**src/rtl/qslave_engine_pkg.sv**
```systemverilog
// ============================================================================
// Module      : qslave_engine_pkg
// Description : Shared state encodings and byte-enable constants for the
//               QBUS slave-cycle engine. QSLAVE_VEC_EN adds the vector states.
// Revision    : 1.0 - initial release
// ============================================================================
`default_nettype none

package qslave_engine_pkg;

  typedef enum logic [2:0] {
    QS_IDLE       = 3'd0,
    QS_RD_SETTLE  = 3'd1,
    QS_RD_REPLY   = 3'd2,
`ifdef QSLAVE_VEC_EN
    QS_VEC_SETTLE = 3'd4,
    QS_VEC_REPLY  = 3'd5,
`endif
    QS_WR_REPLY   = 3'd3
  } qs_state_t;

  localparam logic [1:0] BE_WORD = 2'b11;
  localparam logic [1:0] BE_LOW  = 2'b01;
  localparam logic [1:0] BE_HIGH = 2'b10;

  function automatic logic [1:0] byte_enables(input logic byte_op, input logic odd);
    if (!byte_op) return BE_WORD;
    return odd ? BE_HIGH : BE_LOW;
  endfunction

endpackage

`default_nettype wire

```
**src/rtl/qslave_engine_qsync.sv**
```systemverilog
// ============================================================================
// Module      : qslave_engine_qsync
// Description : STAGES-deep synchroniser for one asynchronous bus receiver,
//               with a one-cycle pulse on the synchronised rising edge.
// Revision    : 1.0 - initial release
// ============================================================================
`default_nettype none

module qslave_engine_qsync #(
  parameter int STAGES = 2
) (
  input  logic clk20,
  input  logic reset,
  input  logic din,
  output logic sync,
  output logic rise
);

  logic [STAGES-1:0] chain;
  logic              prev;

  always_ff @(posedge clk20) begin
    if (reset) begin
      chain <= '0;
      prev  <= 1'b0;
    end else begin
      chain <= {chain[STAGES-2:0], din};
      prev  <= chain[STAGES-1];
    end
  end

  assign sync = chain[STAGES-1];
  assign rise = chain[STAGES-1] & ~prev;

endmodule

`default_nettype wire

```
**src/rtl/qslave_engine.sv**
```systemverilog
// ============================================================================
// Module      : qslave_engine
// Description : QBUS slave-cycle engine: synchronises bus strobes, picks the
//               highest-priority matching device and sequences Am2908 controls
//               and TRPLY. Define QSLAVE_VEC_EN to enable interrupt-vector reads.
// Revision    : 1.0 - initial release
// ============================================================================
`default_nettype none

module qslave_engine
  import qslave_engine_pkg::*;
#(
  parameter int NDEV        = 4,
  parameter int SETTLE      = 2,
  parameter int SYNC_STAGES = 2
) (
  input  logic                 clk20,
  input  logic                 reset,
  input  logic                 RSYNC,
  input  logic                 RDIN,
  input  logic                 RDOUT,
  input  logic                 ZWTBT,
  input  logic [21:0]          addr_reg,
  input  logic [15:0]          RDL,
  input  logic [NDEV-1:0]      dev_match,
  input  logic [16*NDEV-1:0]   dev_rdata,
  input  logic                 vec_req,
  input  logic [15:0]          vec_data,
  output logic [15:0]          tdl,
  output logic                 rwDALtx,
  output logic                 rwDALbe,
  output logic                 rwDALst,
  output logic                 TRPLY,
  output logic [NDEV-1:0]      wr_strobe,
  output logic [1:0]           wr_be,
  output logic [15:0]          wdata,
  output logic                 busy
);

  localparam int SW = (NDEV > 1) ? $clog2(NDEV) : 1;

  logic [3:0] async_in, sync_out, rise_out;
  assign async_in = {ZWTBT, RDOUT, RDIN, RSYNC};

  for (genvar g = 0; g < 4; g++) begin : g_sync
    qslave_engine_qsync #(.STAGES(SYNC_STAGES)) u_sync (
      .clk20 (clk20),
      .reset (reset),
      .din   (async_in[g]),
      .sync  (sync_out[g]),
      .rise  (rise_out[g])
    );
  end

  logic s_rsync, s_rdin, s_rdout, s_zwtbt, rdin_rise, rdout_rise;
  assign s_rsync    = sync_out[0];
  assign s_rdin     = sync_out[1];
  assign s_rdout    = sync_out[2];
  assign s_zwtbt    = sync_out[3];
  assign rdin_rise  = rise_out[1];
  assign rdout_rise = rise_out[2];

  // Lowest-index match wins when several decoders hit at once.
  logic [SW-1:0] sel_nx;
  always_comb begin
    sel_nx = '0;
    for (int i = NDEV - 1; i >= 0; i--)
      if (dev_match[i]) sel_nx = SW'(i);
  end

  logic any_match;
  assign any_match = |dev_match;

  qs_state_t     state;
  logic [SW-1:0] sel;
  logic [3:0]    cnt;

  always_ff @(posedge clk20) begin
    if (reset) begin
      state     <= QS_IDLE;
      sel       <= '0;
      cnt       <= '0;
      tdl       <= '0;
      rwDALtx   <= 1'b0;
      rwDALbe   <= 1'b0;
      rwDALst   <= 1'b0;
      TRPLY     <= 1'b0;
      wr_strobe <= '0;
      wr_be     <= '0;
      wdata     <= '0;
    end else begin
      wr_strobe <= '0;
      case (state)
        QS_IDLE: begin
          cnt <= '0;
          if (s_rsync && any_match && rdin_rise) begin
            sel     <= sel_nx;
            tdl     <= dev_rdata[{sel_nx, 4'b0000} +: 16];
            rwDALtx <= 1'b1;
            if (SETTLE == 0) begin
              state                      <= QS_RD_REPLY;
              {rwDALbe, rwDALst, TRPLY}  <= 3'b111;
            end else begin
              state <= QS_RD_SETTLE;
            end
          end else if (s_rsync && any_match && rdout_rise) begin
            sel       <= sel_nx;
            state     <= QS_WR_REPLY;
            TRPLY     <= 1'b1;
            wr_strobe <= NDEV'(1) << sel_nx;
            wdata     <= RDL;
            wr_be     <= byte_enables(s_zwtbt, addr_reg[0]);
          end
`ifdef QSLAVE_VEC_EN
          else if (vec_req && s_rdin && !s_rsync) begin
            tdl     <= vec_data;
            rwDALtx <= 1'b1;
            if (SETTLE == 0) begin
              state                      <= QS_VEC_REPLY;
              {rwDALbe, rwDALst, TRPLY}  <= 3'b111;
            end else begin
              state <= QS_VEC_SETTLE;
            end
          end
`endif
        end
        QS_RD_SETTLE: begin
          tdl <= dev_rdata[{sel, 4'b0000} +: 16];
          if (cnt == 4'(SETTLE)) begin
            state                     <= QS_RD_REPLY;
            {rwDALbe, rwDALst, TRPLY} <= 3'b111;
          end else begin
            cnt <= cnt + 4'd1;
          end
        end
`ifdef QSLAVE_VEC_EN
        QS_VEC_SETTLE: begin
          if (cnt == 4'(SETTLE)) begin
            state                     <= QS_VEC_REPLY;
            {rwDALbe, rwDALst, TRPLY} <= 3'b111;
          end else begin
            cnt <= cnt + 4'd1;
          end
        end
        QS_VEC_REPLY: begin
          if (!s_rdin) begin
            state                              <= QS_IDLE;
            {rwDALtx, rwDALbe, rwDALst, TRPLY} <= 4'b0000;
          end
        end
`endif
        QS_RD_REPLY: begin
          if (!s_rdin) begin
            state                              <= QS_IDLE;
            {rwDALtx, rwDALbe, rwDALst, TRPLY} <= 4'b0000;
          end
        end
        QS_WR_REPLY: begin
          if (!s_rdout) begin
            state <= QS_IDLE;
            TRPLY <= 1'b0;
          end
        end
        default: begin
          state                              <= QS_IDLE;
          {rwDALtx, rwDALbe, rwDALst, TRPLY} <= 4'b0000;
        end
      endcase
    end
  end

  assign busy = (state != QS_IDLE);

  logic unused_bits;
`ifdef QSLAVE_VEC_EN
  assign unused_bits = ^{addr_reg[21:1], rise_out[0], rise_out[3]};
`else
  assign unused_bits = ^{addr_reg[21:1], rise_out[0], rise_out[3], vec_req, vec_data};
`endif

endmodule

`default_nettype wire

```
**config.mk**
```make
export PLATFORM = sky130hd
export DESIGN_NAME = qslave_engine
export DESIGN_NICKNAME = d
export VERILOG_FILES = /design/src/rtl/qslave_engine_pkg.sv /design/src/rtl/qslave_engine_qsync.sv /design/src/rtl/qslave_engine.sv
export SDC_FILE = /design/constraint.sdc
export NUM_CORES = 1
export LEC_CHECK = 0
export CORE_UTILIZATION = 24
export CTS_CLUSTER_SIZE = 10
export DETAILED_ROUTE_END_ITERATION = 10
export PLACE_DENSITY = 0.58
export SLEW_MARGIN = 40
export SYNTH_ARGS = -nofsm -noshare
export SYNTH_HDL_FRONTEND = slang
export SYNTH_HIERARCHICAL = 1
export SYNTH_SLANG_ARGS = --single-unit
export TNS_END_PERCENT = 30
```
**constraint.sdc**
```tcl
create_clock -name clk20 -period 5.5 [get_ports clk20]
set_input_delay 1.65 -clock clk20 [delete_from_list [all_inputs] [get_ports clk20]]
set_output_delay 1.65 -clock clk20 [all_outputs]
set_load 0.1 [all_outputs]
```
==> summary.md <==
| Metric | Value |
|---|---|
| Number of pins exceeding their max-slew limit in the final report | 0 |
| Effective utilization at floorplan | 25.0% |
| # Post-CTS Setup Buffers | 0 |
| Final HPWL from detailed placement | 7080 um |
| Largest fanout on the critical path | 15 |
| CTS clk-pin slew, worst paths | 0.05 ns |
| Global-route wire length before repair | approximately 16000 um |
| Net count after synthesis | 467 |
| Final Hold Violating Endpoints | 0 |
| Share of the cycle needed by the critical path after routing | between 60% and 70% |
| Cell Pwr Density | 254 nW/um^2 |
| Maximum number of pins on one net before global-route repair | between 40 and 50 |
| I/O pin count | 172 |
| Port-buffer cells | 133 |
| Die area | roughly 14000 sq um |
| Post-cts repair resize count | 0 |
| Per-cell via count in the routed design | 4.85 |
| Leakage component of the power | between 2 and 2.5 nW |
| Syn Inst Count | 332 |
| NumNets Final | 587 |
| Clock skew after layout | 0.00484 ns |
| ANT cells | 0 |
| Fmax achieved | 271 MHz |
| Tot Pwr | 1.21 mW |
| Endpoints failing setup | 0 |
| Fraction of final layout cells with drive strength greater than 1 | 19.3% |
| P&R area growth vs syn | 47.6% |
| Run status | finished, final reports clean |
| Hold path start | g_sync[1].u_sync/chain[0] |
| Row count | 41 |
| Floorplan Core Area | 12900 sq um |
| Number of remaining DRC errors | 0 |
| Total number of vias | about 3000 |
| Placer Congestion | 0.778 |
| Count of clock tree sinks | 59 |
| Mean routed wirelength per cell | 15.8 um |
| Count of nets left with antenna violations after detail routing | 0 |
| Max-capacitance violation count | 0 |
| Time the worst path needs with I/O delays and setup | 3.69 ns |
| Die Y | ~120 um |
| Horizontal extent of the die | 118 um |
| Total routing usage reported by global routing | 14.6% |
| Post-Synthesis Mean Instance Area | around 9.7 sq um |
| Nature of the critical path endpoint | register |
| Slew @ Worst Pin | roughly 0.83 ns |
| Setup total negative slack | 0 ns |
| Number of buffers created by CTS | 9 |
| Clock tree buffer depth | 2 |
| Normalized max-slew margin | 44.5% |
| Pre-Repair DR Iteration Count | 4 |
| Number of global-route vias before repair | 2937 |
| CTS HTree Levels | 3 |
| Worst setup path startpoint | dev_match[0] |
| Worst setup path class | input port to register |
| Area of the mapped netlist | 3220 sq um |
| Required time of the critical path | between 5 and 6 ns |
| Setup crit start kind | input port |
| Grt total ovfl | 0 |
| Critical path data arrival time | just under 4 ns |
| Cell at the root of the clock tree | sky130_fd_sc_hd__clkbuf_16 |
| Clock latency on the worst-skew pair | 0.33 ns |
| Path class of the lowest-slack min-delay path | register to register |
| CTS tree | done |
| Worst IR drop on VDD | ~0.16 mV |
| Number of hold buffers added after cts | 0 |
| Critical R2R Launch | state[1] |
| First DRT Iteration DRCs | 188 |
| Fill cell count | 1311 |
| Setup repair after global routing missed its margin | no |
| Yosys warning total | 6 |
| Total Wirelength | 9950 um |
| Antenna violations before repair | 0 |
[routing by layer]
layer	global-route usage (%)	vias up	part of all wire (%)
met4	5.29	0	1.7
li1	-	1509	-
met1	18.7	1378	46
met5	0	-	0
met2	22.1	147	43
met3	5.57	14	9.0
[critical path, stage by stage]
cell and delay, ns:
sky130_fd_sc_hd__clkdlybuf4s50_1 0.56, sky130_fd_sc_hd__o41ai_2 0.54, sky130_fd_sc_hd__or3_1 0.50, sky130_fd_sc_hd__buf_4 0.34, sky130_fd_sc_hd__mux2i_1 0.22, sky130_fd_sc_hd__nor2_1 0.06
[layout make-up]
cell class	count	area, sq um	share of cell area (%)
Tap cell	172	215	4.52
Inverter	7	26.3	0.552
Timing Repair Buffer	140	1170	24.7
Clock buffer	11	243	5.10
Clock inverter	5	52.6	1.10
Multi-Input combinational cell	235	1870	39.2
Sequential cell	59	1180	24.8
[worst paths after layout]
path         slack, ns                   endpoint  depth (start not counted)
max               1.81                   wdata[5]                          6
min               0.44  g_sync[1].u_sync/chain[1]                          1
max reg2reg       2.47                     tdl[9]                          8
min reg2reg       0.44  g_sync[1].u_sync/chain[1]                          1
[power by group]
group / switching (mW) / internal (mW)
logic: 0.115 / 0.0971
clock network: 0.195 / 0.360
registers: 0.00570 / 0.437
total: 0.316 / 0.894
[metrics by stage]
stage	worst slack (ns)	std cells	hold WS [ns]	utilization, %	instance area, sq um
5_1_grt	1.60	629	0.454	36.9	4760
3_5_place_dp	1.41	611	0.428	34.5	4440
3_3_place_gp	1.50	611	0.424	36.0	4640
4_1_cts	1.76	627	0.441	36.8	4730
2_1_floorplan	2.39	332	0.414	-	3220
6_report	1.81	629	0.437	36.9	4760
[placed cells by master (no fill, tap or decap), drive strengths merged, types with 2 or more instances in the layout]
master	n
clkdlybuf4s50	89
dfxtp	59
buf	51
mux2i	36
nor2	28
nand2	22
o311a	16
and3	16
a41o	16
o2111ai	16
o211ai	16
nor2b	15
clkbuf	11
inv	7
a21oi	6
ha	6
a211oi	4
nand2b	3
nor4	3
clkinv	3
or3	2
nand3	2
nor3b	2
o21ai	2
nor3	2
or2	2
[flip-flops by register name (all words and copies together) (netlist names)]
name,flops
g_sync.u_sync/chain,8
wr_be,2
wr_strobe,4
rwDALtx,1
rwDALst,1
state,2
sel,2
wdata,16
cnt,4
TRPLY,1
tdl,16
g_sync.u_sync/prev,2
(Power assumes the default switching activity.)
